**src/rtl/uart_iram_loader_if.sv**
```systemverilog
// Byte stream from the UART receive FIFO and the instruction-RAM write port.
interface uart_iram_loader_if #(
    parameter int unsigned WIDTH          = 16,
    parameter int unsigned IRAM_ADDR_BITS = 8
);
    logic                      rx_empty;
    logic [7:0]                r_data;
    logic                      rd_uart;
    logic [IRAM_ADDR_BITS-1:0] iram_wa;
    logic                      iram_wen;
    logic [WIDTH-1:0]          iram_din;

    modport master (
        input  rx_empty, r_data,
        output rd_uart, iram_wa, iram_wen, iram_din
    );

    modport slave (
        output rx_empty, r_data,
        input  rd_uart, iram_wa, iram_wen, iram_din
    );
endinterface

```
**src/rtl/uart_iram_loader.sv**
```systemverilog
// Parses SYNC/count/data/checksum frames from the UART FIFO and writes
// big-endian 16-bit words to consecutive IRAM addresses, holding the CPU meanwhile.
module uart_iram_loader #(
    parameter int unsigned WIDTH          = 16,
    parameter int unsigned IRAM_ADDR_BITS = 8,
    parameter logic [7:0]  SYNC_BYTE      = 8'hA5,
    parameter int unsigned TIMEOUT_CYCLES = 5000000
) (
    input  logic                clk,
    input  logic                reset,
    uart_iram_loader_if.master  bus,
    output logic                cpu_hold,
    output logic                load_done,
    output logic                load_error,
    output logic [7:0]          words_loaded
);
    localparam int unsigned TMO_W = $clog2(TIMEOUT_CYCLES + 1);

    typedef enum logic [2:0] {
        IDLE, COUNT, DATA_HI, DATA_LO, WRITE, CHECK, DONE, ERROR
    } state_t;

    state_t                    state_q, state_d;
    logic                      rd_q, rd_d;
    logic [IRAM_ADDR_BITS-1:0] addr_q, addr_d;
    logic                      wen_q, wen_d;
    logic [WIDTH-1:0]          din_q, din_d;
    logic                      hold_q, hold_d;
    logic                      done_q, done_d;
    logic                      err_q, err_d;
    logic [7:0]                wl_q, wl_d;
    logic [7:0]                n_q, n_d;
    logic [8:0]                idx_q, idx_d;
    logic [7:0]                hi_q, hi_d;
    logic [7:0]                csum_q, csum_d;
    logic [TMO_W-1:0]          tmo_q, tmo_d;

    logic       take_c;
    logic       counting_c;
    logic       timeout_c;
    logic [8:0] n_words_c;

    // A byte is taken only when none was popped last cycle, so the FIFO head has settled.
    assign take_c     = !bus.rx_empty && !rd_q && (state_q != WRITE);
    assign counting_c = (state_q == COUNT) || (state_q == DATA_HI) ||
                        (state_q == DATA_LO) || (state_q == CHECK);
    assign timeout_c  = counting_c && !take_c && (tmo_q == TMO_W'(TIMEOUT_CYCLES - 1));
    assign n_words_c  = (n_q == 8'd0) ? 9'd256 : {1'b0, n_q};

    always_ff @(posedge clk or negedge reset) begin
        if (!reset) begin
            state_q <= IDLE;
            rd_q    <= 1'b0;
            addr_q  <= '0;
            wen_q   <= 1'b0;
            din_q   <= '0;
            hold_q  <= 1'b0;
            done_q  <= 1'b0;
            err_q   <= 1'b0;
            wl_q    <= '0;
            n_q     <= '0;
            idx_q   <= '0;
            hi_q    <= '0;
            csum_q  <= '0;
            tmo_q   <= '0;
        end else begin
            state_q <= state_d;
            rd_q    <= rd_d;
            addr_q  <= addr_d;
            wen_q   <= wen_d;
            din_q   <= din_d;
            hold_q  <= hold_d;
            done_q  <= done_d;
            err_q   <= err_d;
            wl_q    <= wl_d;
            n_q     <= n_d;
            idx_q   <= idx_d;
            hi_q    <= hi_d;
            csum_q  <= csum_d;
            tmo_q   <= tmo_d;
        end
    end

    always_comb begin
        state_d = state_q;
        rd_d    = take_c;
        addr_d  = addr_q;
        wen_d   = 1'b0;
        din_d   = din_q;
        hold_d  = hold_q;
        done_d  = done_q;
        err_d   = err_q;
        wl_d    = wl_q;
        n_d     = n_q;
        idx_d   = idx_q;
        hi_d    = hi_q;
        csum_d  = csum_q;
        tmo_d   = tmo_q;

        if (take_c)
            tmo_d = '0;
        else if (counting_c)
            tmo_d = tmo_q + TMO_W'(1);

        case (state_q)
            IDLE, DONE, ERROR: begin
                if (take_c && (bus.r_data == SYNC_BYTE)) begin
                    state_d = COUNT;
                    hold_d  = 1'b1;
                    done_d  = 1'b0;
                    err_d   = 1'b0;
                    wl_d    = '0;
                    addr_d  = '0;
                    idx_d   = '0;
                    csum_d  = '0;
                end
            end
            COUNT: begin
                if (take_c) begin
                    n_d     = bus.r_data;
                    state_d = DATA_HI;
                end
            end
            DATA_HI: begin
                if (take_c) begin
                    hi_d    = bus.r_data;
                    csum_d  = csum_q + bus.r_data;
                    state_d = DATA_LO;
                end
            end
            DATA_LO: begin
                if (take_c) begin
                    din_d   = WIDTH'({hi_q, bus.r_data});
                    csum_d  = csum_q + bus.r_data;
                    wen_d   = 1'b1;
                    state_d = WRITE;
                end
            end
            WRITE: begin
                addr_d  = addr_q + IRAM_ADDR_BITS'(1);
                wl_d    = (wl_q == 8'hFF) ? wl_q : wl_q + 8'd1;
                idx_d   = idx_q + 9'd1;
                state_d = ((idx_q + 9'd1) == n_words_c) ? CHECK : DATA_HI;
            end
            CHECK: begin
                if (take_c) begin
                    if (bus.r_data == csum_q) begin
                        state_d = DONE;
                        done_d  = 1'b1;
                        hold_d  = 1'b0;
                    end else begin
                        state_d = ERROR;
                        err_d   = 1'b1;
                    end
                end
            end
            default: state_d = IDLE;
        endcase

        // Inter-byte stall inside a frame aborts the load; the CPU stays held.
        if (timeout_c) begin
            state_d = ERROR;
            err_d   = 1'b1;
            tmo_d   = '0;
        end
    end

    assign bus.rd_uart  = rd_q;
    assign bus.iram_wa  = addr_q;
    assign bus.iram_wen = wen_q;
    assign bus.iram_din = din_q;
    assign cpu_hold     = hold_q;
    assign load_done    = done_q;
    assign load_error   = err_q;
    assign words_loaded = wl_q;
endmodule

```
**src/flat_wrapper.sv**
```systemverilog
// flat-port wrapper written by rule: the top's interface ports become plain ports
module uart_iram_loader_flat 
#(
    parameter int unsigned WIDTH          = 16,
    parameter int unsigned IRAM_ADDR_BITS = 8,
    parameter logic [7:0]  SYNC_BYTE      = 8'hA5,
    parameter int unsigned TIMEOUT_CYCLES = 5000000
)
  (clk, reset, cpu_hold, load_done, load_error, words_loaded, bus_rx_empty, bus_r_data, bus_rd_uart, bus_iram_wa, bus_iram_wen, bus_iram_din);
  uart_iram_loader_if #(.WIDTH(WIDTH), .IRAM_ADDR_BITS(IRAM_ADDR_BITS)) bus_i ();
  input  logic clk;
  input  logic reset;
  output logic cpu_hold;
  output logic load_done;
  output logic load_error;
  output logic [7:0] words_loaded;
  input wire logic [$bits(bus_i.rx_empty)-1:0] bus_rx_empty;
  input wire logic [$bits(bus_i.r_data)-1:0] bus_r_data;
  output wire logic [$bits(bus_i.rd_uart)-1:0] bus_rd_uart;
  output wire logic [$bits(bus_i.iram_wa)-1:0] bus_iram_wa;
  output wire logic [$bits(bus_i.iram_wen)-1:0] bus_iram_wen;
  output wire logic [$bits(bus_i.iram_din)-1:0] bus_iram_din;
  assign bus_i.rx_empty = bus_rx_empty;
  assign bus_i.r_data = bus_r_data;
  assign bus_rd_uart = bus_i.rd_uart;
  assign bus_iram_wa = bus_i.iram_wa;
  assign bus_iram_wen = bus_i.iram_wen;
  assign bus_iram_din = bus_i.iram_din;
  uart_iram_loader #(.WIDTH(WIDTH), .IRAM_ADDR_BITS(IRAM_ADDR_BITS), .SYNC_BYTE(SYNC_BYTE), .TIMEOUT_CYCLES(TIMEOUT_CYCLES)) u_core (.clk(clk), .reset(reset), .bus(bus_i), .cpu_hold(cpu_hold), .load_done(load_done), .load_error(load_error), .words_loaded(words_loaded));
endmodule
```
**config.mk**
```make
export PLATFORM = sky130hd
export DESIGN_NAME = uart_iram_loader_flat
export DESIGN_NICKNAME = d
export VERILOG_FILES = /design/src/rtl/uart_iram_loader_if.sv /design/src/rtl/uart_iram_loader.sv /design/src/flat_wrapper.sv
export SDC_FILE = /design/constraint.sdc
export NUM_CORES = 1
export LEC_CHECK = 0
export CAP_MARGIN = 20
export CORE_MARGIN = 2
export CORE_UTILIZATION = 50
export DETAILED_ROUTE_END_ITERATION = 10
export PLACE_DENSITY = 0.71
export RECOVER_POWER = 25
export SYNTH_ARGS = -nofsm -noshare
export SYNTH_HDL_FRONTEND = slang
export SYNTH_SLANG_ARGS = --single-unit
```
**constraint.sdc**
```tcl
create_clock -name clk -period 3.4 [get_ports clk]
set_clock_uncertainty 0.15 [all_clocks]
set_input_delay 0.68 -clock clk [delete_from_list [all_inputs] [get_ports clk]]
set_output_delay 0.68 -clock clk [all_outputs]
set_load 0.005 [all_outputs]
```
# Word level (Yosys, flattened, before mapping)
# Cells that the tools add are included.
# Widths: inputs -> output; s select.
[word_totals] elab_cells=107 ff_bits=96 inputBits=11
[classes] n_eq_ne=24 reduce_logical=29 muxes=35 addsub=5
[ops] op="$mux 23" count=3
[ops] op="$pmux 8 s2" count=3
[ops] op="$mux 8" count=3
[ops] op="$add 23x1->23 const B" count=1
[ops] op="$eq 23x23->1 const B" count=1
[ops] op="$mux 3" count=7
[ops] op="$mux 9" count=2
[ops] op="$pmux 3 s6" count=1
[ops] op="$pmux 9 s2" count=1
[ops] op="$add 8x1->8 const B" count=2
[ops] op="$eq 8x8->1 const B" count=2
[ops] op="$ne 3x1->1 const B" count=5
[ops] op="$eq 3x3->1 const B" count=4
[ops] op="$mux 1" count=12
[ops] op="$add 9x1->9 const B" count=1
[ops] op="$eq 9x9->1" count=1
[ops] op="$add 8x8->8" count=1
[ops] op="$eq 8x8->1" count=1
[ops] op="$logic_not 8->1" count=1
[ops] op="$reduce_and 2->1" count=4
[ops] op="$reduce_and 4->1" count=2
[ops] op="$eq 3x2->1 const B" count=2
[ops] op="$ne 2x1->1 const B" count=3
[ops] op="$pmux 1 s2" count=3
[ops] op="other kinds (14)" count=27

# Logic depth before layout (Yosys ltp)
# Gate-level depths: netlist of run 1.
[logic_depth] depth_word=8 ltp_mapped=8 ltp_nobuf=7

# Worst setup path after synthesis of run 1
# No wires, ideal clock.
[synth_timing] kind="input-to-reg" start="input port bus_r_data[0]" end="register u_core.csum_q[6]" stages=7 arrival_time_ps=2100 n_path_buf=0 slack_ps=1025 setup_time_ps=125 required_ps=3125 path_cell_list="ha_1 > fa_1 > a21o_1 > a21oi_1 > nand4b_1 > nand4_1 > mux2_2"
[synth_between] elab_chain_cells=4 elab_cells_between_ends=7 cone_classes="1 x add/sub; 2 x eq/ne; 2 x mux; 2 x reduce/logical"
[synth_rtl] element="start: declaration" line="flat_wrapper.sv:18" source="input wire logic [$bits(bus_i.r_data)-1:0] bus_r_data;"
[synth_rtl] element="parallel branches: the longest is 4 deep, another holds $add 8x8->8"
[synth_rtl] element="end signal: assignment" line="uart_iram_loader.sv:79" source="csum_q <= csum_d;"
[synth_rtl] element="end: declaration" line="uart_iram_loader.sv:35" source="logic [7:0] csum_q, csum_d;"
# Parallel ways; which one is timed is not known. The select of a mux whose other input is x is not followed.
# A chain may end at the register's enable or synchronous reset.

# Worst setup path after layout of run 1
[layout_timing] start="input port bus_rx_empty" end="register u_core.wl_q[6] (netlist: u_core.words_loaded[6])"
[layout_between] elab_chain_cells=6
[layout_rtl] element="start: declaration" line="flat_wrapper.sv:17" source="input wire logic [$bits(bus_i.rx_empty)-1:0] bus_rx_empty;"
[layout_rtl] element="$logic_not 1->1" line="uart_iram_loader.sv:44" source="assign take_c = !bus.rx_empty && !rd_q && (state_q != WRITE);"
[layout_rtl] element="$logic_and 1x1->1 (2 in a row)" line="uart_iram_loader.sv:44"
[layout_rtl] element="$logic_and 1x1->1" line="uart_iram_loader.sv:107" source="if (take_c && (bus.r_data == SYNC_BYTE)) begin"
[layout_rtl] element="$ne 2x1->1 (no line)"
[layout_rtl] element="$reduce_and 3->1 (no line)"
[layout_rtl] element="end signal: assignment" line="uart_iram_loader.sv:75" source="wl_q <= wl_d;"
[layout_rtl] element="end: declaration" line="uart_iram_loader.sv:31" source="logic [7:0] wl_q, wl_d;"
# No other way between the ends.

==> results of run 1 <==
-- area by class of cell --
type	instances	area, µm²
fill	923	4230
multi-input combinational	408	2690
sequential	96	2400
timing repair buffer	56	548
tap	136	170
clock buffer	11	131
inverter	21	78.8
clock inverter	4	22.5
-- sequential cells by signal (all words and copies together) (netlist names) --
register             cells
u_core.csum_q            8
u_core.bus.iram_wa       8
u_core.n_q               8
u_core.bus.iram_din     16
u_core.state_q           3
u_core.bus.rd_uart       1
u_core.hi_q              8
u_core.tmo_q            23
u_core.words_loaded      8
u_core.load_done         1
u_core.load_error        1
u_core.cpu_hold          1
u_core.bus.iram_wen      1
u_core.idx_q             9
-- per-layer routing --
metal / global-route usage / vias to the layer above / part of all wire
met5: 0 / - / 0
met4: 0.0779 / 0 / 0.018
met3: 0.0261 / 17 / 0.032
met2: 0.332 / 95 / 0.46
met1: 0.310 / 2095 / 0.49
li1: - / 2085 / -
-- logic make-up (layout without fill, tap and decap cells) --
family / after synthesis / count (layout) / synth area share
multiplexers: 31 / 31 / 0.0649
adder cells (fa/ha/maj): 13 / 13 / 0.0322
XOR/XNOR: 22 / 22 / 0.0393
flip-flops: 96 / 96 / 0.455
buffers and inverters: 44 / 92 / 0.0360
AO/OA/AOI/OAI: 126 / 126 / 0.155
AND/OR/NAND/NOR: 216 / 216 / 0.218
-- through the flow --
stage                     std cells  setup WS, ps  total power, mW
final                           732           615             4.67
after global routing            732           386             5.03
after CTS                       732           615             4.69
after detailed placement        717           201             4.03
after global placement          716           392             3.93
after floorplan                 548          1030             3.33
-- worst min-delay path, delay by kind of cell (launching register included) --
family,cells,cell delay (ps)
AND/OR/NAND/NOR,2,100
flip-flops,1,350
-- power groups by stage --
stage	sequential, mW	clock (mW)	combinational [mW]
after floorplan	1.79	0	1.53
final	1.91	0.647	2.11
after detailed placement	1.93	0	2.10
after global routing	1.97	0.711	2.35
after CTS	1.91	0.668	2.11
after global placement	1.91	0	2.02
-- cell usage in the layout (no fill, tap or decap), drive strengths merged, types with 4 or more instances in the layout --
cell type / count
dfrtp: 96
nand2: 67
clkdlybuf4s50: 46
o21ai: 43
nand3: 40
mux2: 26
nor2: 22
inv: 20
a21oi: 16
nor3: 16
nand4: 15
a21o: 15
ha: 12
clkbuf: 12
xnor2: 11
xor2: 10
and3: 9
nor4: 9
buf: 9
or3: 7
o21a: 7
a22o: 6
o211ai: 6
a21boi: 6
nor2b: 5
a31oi: 5
mux2i: 5
and2: 4
o31ai: 4
clkinv: 4
-- how the worst min path moves through the flow --
| stage | startpoint | to | slack, ps | cells past startpoint |
|---|---|---|---|---|
| floorplan | reset | u_core.bus.iram_din[0] | 230 | 0 |
| global placement | u_core.hi_q[4] | u_core.bus.iram_din[12] | 300 | 2 |
| detailed placement | u_core.hi_q[6] | u_core.bus.iram_din[14] | 300 | 2 |
| CTS | reset | u_core.idx_q[5] | 150 | 1 |
| global route | u_core.hi_q[6] | u_core.bus.iram_din[14] | 350 | 2 |
| finish | u_core.hi_q[6] | u_core.bus.iram_din[14] | 320 | 2 |
-- synthesized netlist by cell type (all sizes together), types with 3 or more instances --
cell type / number
a31oi: 5
and3: 9
a21boi: 6
nand4: 15
a21oi: 16
nand3: 40
o21ai: 43
inv: 20
or4: 3
a211oi: 3
mux2i: 5
mux2: 26
xor2: 10
nor3b: 3
a22o: 6
o31ai: 4
nor2b: 5
and2: 4
nor3: 16
nand2: 67
nor2: 22
xnor2: 11
clkbuf: 15
nor4: 9
or3: 7
o211ai: 6
dfrtp: 96
o21a: 7
buf: 8
ha: 12
a21o: 15
==> metrics.yaml, run 1 <==
outcome: "finished with violations"
violations: "capacitance limit, slew limit"
critPathRequiredTime_ps: 3530
grt_max_degree: 58
postCtsSetupBuffers: 0
core_um2: 10300
nets: 616
r2r_cells: 5
start_kind: "primary input"
synth_top_area_share: 0.455
syn_nets: 572
final_core_util: 0.588
drc: 0
netlist.top_cell.by_area: "dfrtp_1"
drv_slew: 40
htree_levels: 3
switchingPower_mw: 1.83
startpoint: "bus_rx_empty"
fmax_ghz: 0.359
synthCells: 548
clock-sinks: 96
area_growth_pct: 14.4
start_util: 0.514
worstSetupPathType: "in2reg"
rsz0062_at_grt: "false"
wirelength_mm: 11.7
design_area_um2: 6050
dpl_cell_area_um2: 5900
critPathCaptureType: "flip-flop"
drt_iter0_markers: 278
p_per_area_nw_per_um2: 772
cts_root_buf: "clkbuf_8"
timing.final.setup_violations: 0
die_x_um: 107
clockPowerShare: 0.139
yosysWarnings: 0
intPower_mw: 2.83
reg2reg_to: "u_core.words_loaded[6]"
drt_pre_antenna_iters: 5
antenna_found_initial: 0
netlist_top_cells_area: "dfrtp_1 45%, mux2_2 5.5%, nand2_1 4.8%"
synth_edf_count: 0
p_seq_frac: 0.410
grt_pass1_wl_mm: 19.8
power_frac_comb: 0.452
clock_path_buffers: 2
grt.overflow.total: 0
drive_gt1_frac: 0.102
slowest_stage: "or4_1"
p_leak_nw: 2.58
max_cap_viol_count: 1
worstSetupEndpoint: "u_core.words_loaded[6]"
cts_tree: "built"
netSwitchingFraction: 0.393
ys_types: 65
cpPeakStageDelay_ps: 510
tns_ps: 0
finalHoldViolCount: 0
ys_seq_area_frac: 0.455
clk_pin_slew_worst_paths_ps: 90
io_pins: 48
ir_worst_vdd_uv: 344
min_period_ps: 2790
synth_top_flop_cell: "dfrtp_1"
vias_per_cell: 5.86
routabilityCongestion: 0.911
dieHeight_um: 107
dp.final_hpwl_mm: 8.35
hp-class: "reg2reg"
via_count: 4292
core.rowCount: 37
hold_buffers: 0
portBuffers: 47
r2r_slack_ps: 670
syn-cell-area_um2: 5290
r2r-start: "u_core.state_q[2]"
worst_pin_slew_ps: 2230
grt_pass1_vias: 4097
track_usage: 0.214
path_buf_inv: 1
synth_area_per_cell_um2: 9.64
path_cells: "clkdlybuf4s50_1 > nor2_1 > a31o_2 > nand3_1 > or4_1 > a21boi_0"
cp_top_family: "simple AND/OR/NAND/NOR gates"
cts_resized: 0
timing.hold.ws_ps: 316
ys_ff_latch: 96
fin_crit_sh: 0.819
diodes: 0
cp.depth: 6
postRouteAntennaNets: 0
wl_per_cell_um: 15.9
cts_buffers: 9
crit_arrival_ps: 2910
maxSlewHeadroom: -0.485
die_area_um2: 11400
cp_max_fo: 12
clock_latency_ps: 360
async_reset_ff_frac: 1.00
Note: power is estimated with default switching activity, not from simulation.
==> run 2, diff against run 1 <==
PLACE_DENSITY = 0.74   (was 0.71)
clock period = 2.35 ns   (was 3.4 ns; I/O delays follow)
==> metrics.yaml, run 2 (synthesized netlist as in run 1, its figures left out) <==
r2r_cells: 6
htree_levels: 3
grt.overflow.total: 0
path_cells: "clkdlybuf4s50_1 > buf_4 > ha_1 > nor3_2 > nand3_1 > nor4_1 > buf_4 > o21ai_0"
grt_pass1_vias: 4539
cp_top_family: "buffers and inverters"
grt_max_degree: 46
drv_slew: 0
holdCritStartpoint: "u_core.hi_q[4]"
violations: "setup timing"
antenna_found_initial: 0
path_buf_inv: 3
fin_crit_sh: 1.03
fill_cells: 830
timing.final.setup_violations: 3
power_frac_comb: 0.486
largest_reg_flops: 23
drt_iter0_markers: 340
outcome: "finished with violations"
core.rowCount: 37
clockPowerShare: 0.159
portBuffers: 47
vias_per_cell: 5.82
nets: 677
start_util: 0.514
ir_worst_vdd_uv: 657
fmax_ghz: 0.413
worst_pin_slew_ps: 788
switchingPower_mw: 2.86
via_count: 4620
top_register: "u_core.tmo_q"
drt_pre_antenna_iters: 6
worstSetupPathType: "in2reg"
cp_common_cell: "buf_4"
die_x_um: 107
slowest_stage: "clkdlybuf4s50_1"
hp-class: "reg2reg"
grt_pass1_wl_mm: 22.3
clk_pin_slew_worst_paths_ps: 100
layout_commonest_cell: "dfrtp_1"
area_growth_pct: 25.4
cts_buffers: 9
io_pins: 48
min_period_ps: 2420
cpPeakStageDelay_ps: 470
startpoint: "bus_r_data[4]"
postRouteAntennaNets: 0
layout_common_cells: "96 x dfrtp_1, 67 x nand2_1, 63 x buf_4"
clock_path_buffers: 2
critPathCaptureType: "flip-flop"
routabilityCongestion: 0.986
drc: 0
start_kind: "primary input"
maxSlewHeadroom: 0.475
track_usage: 0.243
p_seq_frac: 0.355
wirelength_mm: 13.0
core_um2: 10300
die_area_um2: 11400
r2r-start: "u_core.tmo_q[17]"
cts_tree: "built"
intPower_mw: 4.70
critPathRequiredTime_ps: 2430
netSwitchingFraction: 0.378
clock_latency_ps: 370
dieHeight_um: 107
p_leak_nw: 2.93
wl_per_cell_um: 16.4
p_total_mw: 7.56
finalHoldViolCount: 0
rsz0062_at_grt: "true"
drive_gt1_frac: 0.198
cts_root_buf: "clkbuf_8"
clock-sinks: 96
p_per_area_nw_per_um2: 1140
dp.final_hpwl_mm: 9.39
hold_depth: 2
max_cap_viol_count: 0
cp_max_fo: 5
crit_arrival_ps: 2500
cp.depth: 8
setup_slack_ps: -69.4
diodes: 0
tns_ps: -121
[run 2: area by class of cell]
| class | instances | area (µm²) | area share |
|---|---|---|---|
| clock inverter | 6 | 91.3 | 0.0138 |
| sequential | 96 | 2400 | 0.362 |
| clock buffer | 10 | 128 | 0.0193 |
| inverter | 21 | 78.8 | 0.0119 |
| timing repair buffer | 117 | 1040 | 0.157 |
| multi-input combinational | 408 | 2720 | 0.410 |
| tap | 136 | 170 | 0.0257 |
[run 2: per-layer routing]
metal,vias up,track usage,share of wire
met1,2263,0.339,0.46
met4,0,0.0733,0.012
met5,-,0,0
li1,2207,-,-
met2,135,0.394,0.48
met3,15,0.0371,0.044
[run 2: path summary, 6_finish.rpt]
kind / slack (ps) / end
min in group asynchronous: 540 / u_core.bus.iram_wa[2]
max in group asynchronous: 360 / u_core.csum_q[5]
setup / recovery: -70 / u_core.cpu_hold
hold reg to reg: 330 / u_core.bus.iram_din[12]
setup reg to reg: 60 / u_core.tmo_q[3]
hold / removal: 330 / u_core.bus.iram_din[12]
[run 2: what timing repair did]
item | CTS | global route
hold buffers | 1 | 0
buffers inserted | 0 | 1
hold endpoints to repair | 30 | 0
resized for setup | 0 | 9
setup endpoints to repair | 0 | 17
[run 2: stage by stage]
| step | worst slack, ps | hold slack [ps] | area, µm² | utilization | instances |
|---|---|---|---|---|---|
| 5_1_grt | -59.3 | 366 | 6630 | 0.645 | 794 |
| 6_report | -69.4 | 332 | 6630 | 0.645 | 794 |
| 3_3_place_gp | -312 | 290 | 6360 | 0.619 | 775 |
| 2_1_floorplan | 163 | 24.4 | 5290 | - | 548 |
| 3_5_place_dp | -382 | 290 | 6360 | 0.619 | 775 |
| 4_1_cts | 10.9 | 335 | 6590 | 0.642 | 792 |
[run 2: power by group through the flow]
stage                     Combinational (mW)  Clock [mW]  Sequential, mW
after floorplan                         2.21           0            2.60
after global placement                  3.40           0            2.67
after detailed placement                3.54           0            2.71
final                                   3.68        1.20            2.68
after CTS                               3.58        1.22            2.67
after global routing                    4.05        1.30            2.76
[run 2: worst reg2reg max path, delay by kind of cell, from the launching register on]
family                 cells  cell delay, ps
AO/OA/AOI/OAI              3             530
flip-flops                 1             410
buffers and inverters      1             190
AND/OR/NAND/NOR            2             900
==> run 3, diff against run 2 <==
ABC_AREA = 1   (was unset)
CAP_MARGIN = unset   (was 20)
==> metrics.yaml, run 3 <==
layout_common_cells: "192 x nand2_1, 96 x dfrtp_1, 86 x inv_1"
maxSlewHeadroom: 0.238
drv_slew: 0
drt_pre_antenna_iters: 5
drc: 0
grt.overflow.total: 0
routabilityCongestion: 0.839
timing.final.setup_violations: 0
cp_max_fo: 2
diodes: 0
core_um2: 10200
fin_crit_sh: 0.917
nets: 770
top_register: "u_core.tmo_q"
syn_nets: 697
rsz0062_at_grt: "false"
tns_ps: 0
worst_pin_slew_ps: 1140
via_count: 4717
area_growth_pct: 18.9
htree_levels: 3
die_x_um: 106
synthCells: 673
multiInputGateArea_um2: 2420
design_area_um2: 6190
drive_gt1_frac: 0.0772
outcome: "completed"
ys_ff_latch: 96
finalHoldViolCount: 0
ir_worst_vdd_uv: 396
min_period_ps: 2150
hp-class: "reg2reg"
netlist_top_cells_area: "dfrtp_1 46%, nand2_1 14%, inv_1 6.2%"
synth_top_flop_cell: "dfrtp_1"
netlist.top_cell.by_area: "dfrtp_1"
yosysWarnings: 0
synth_edf_count: 0
synth_common_cells: "192 x nand2_1, 96 x dfrtp_1, 86 x inv_1, 63 x o21ai_0, 58 x nand3_1"
synth_area_per_cell_um2: 7.74
p_total_mw: 6.24
p_leak_nw: 2.99
dp.final_hpwl_mm: 9.30
largest_reg_flops: 23
clock_latency_ps: 360
critPathCaptureType: "flip-flop"
postRouteAntennaNets: 0
syn-cell-area_um2: 5210
drt_iter0_markers: 321
die_area_um2: 11200
postCtsSetupBuffers: 0
clock_path_buffers: 2
track_usage: 0.231
timing.hold.ws_ps: 329
cts_root_buf: "clkbuf_8"
start_util: 0.509
fmax_ghz: 0.464
p_per_area_nw_per_um2: 1010
cts_buffers: 9
clk_pin_slew_worst_paths_ps: 90
grt_pass1_wl_mm: 21.1
start_kind: "primary input"
seq_area_um2: 2400
wl_per_cell_um: 13.8
grt_pass1_vias: 4613
dpl_cell_area_um2: 6000
grt_max_degree: 37
clock-sinks: 96
layout_commonest_cell: "nand2_1"
core.rowCount: 37
io_pins: 48
ys_types: 40
antenna_found_initial: 0
cts_tree: "built"
vias_per_cell: 5.32
wirelength_mm: 12.3
async_reset_ff_frac: 1.00
worstSetupPathType: "in2reg"
synth_top_area_share: 0.461
critPathRequiredTime_ps: 2440
fill_cells: 915
portBuffers: 47
max_cap_viol_count: 0
yosysMostFrequentCell: "nand2_1"
crit_arrival_ps: 2240
ys_seq_area_frac: 0.461
dieHeight_um: 106
## run 3: what timing repair did
item	4_1_cts	5_1_grt
hold endpoints to repair	17	0
resized for setup	0	2
endpoints found under the setup margin	0	5
hold buffers	1	0
## run 3: final timing paths
path	cells past startpoint	to	slack, ps	startpoint
min in group asynchronous	2	u_core.n_q[5]	700	reset
max in group asynchronous	3	u_core.csum_q[4]	360	reset
min	2	u_core.bus.iram_din[9]	330	u_core.bus.iram_din[9]
max	10	u_core.csum_q[6]	200	bus_r_data[0]
max reg2reg	11	u_core.tmo_q[22]	260	u_core.tmo_q[0]
min reg2reg	2	u_core.bus.iram_din[9]	330	u_core.bus.iram_din[9]
## run 3: cell families after synthesis
kind of cell | count (synthesis) | synth area share
flops | 96 | 0.461
xor+xnor | 19 | 0.0320
fa+ha+maj | 13 | 0.0327
buf+inv | 99 | 0.0743
mux | 1 | 0.00192
simple gates | 343 | 0.290
compound gates | 102 | 0.107
## run 3: layer usage
metal	up-vias	GRT usage	wire (µm)
li1	2338	-	-
met2	81	0.397	6150
met5	-	0	0
met3	14	0.0319	363
met1	2284	0.302	5570
met4	0	0.0789	174
## run 3: worst max-delay path, stage by stage
cell and delay, ps:
clkdlybuf4s50_1 440, ha_1 250, fa_1 410, nand3_1 90, nand3_1 80, nand2_1 70
nand2_1 50, a21oi_1 150, xor2_1 140, o21ai_0 90
## run 3: where the power goes
group	total [mW]	internal (mW)	leakage, nW	switching [mW]
registers	2.60	2.14	1.24	0.464
logic	2.62	1.16	1.66	1.45
clock network	1.02	0.446	0.0907	0.570
## run 3: cell type report
type | count | area share
Clock inverter | 2 | 0.00222
Multi-Input combinational cell | 478 | 0.392
Tap cell | 136 | 0.0275
Sequential cell | 96 | 0.388
Clock buffer | 14 | 0.0263
Timing Repair Buffer | 73 | 0.111
Inverter | 88 | 0.0534
## run 3: through the flow
stage / cells / util / worst slack (ps)
2_1_floorplan: 673 / - / 393
3_3_place_gp: 870 / 0.587 / -100
3_5_place_dp: 870 / 0.587 / -183
4_1_cts: 887 / 0.605 / 194
5_1_grt: 887 / 0.605 / 35.4
6_report: 887 / 0.605 / 196
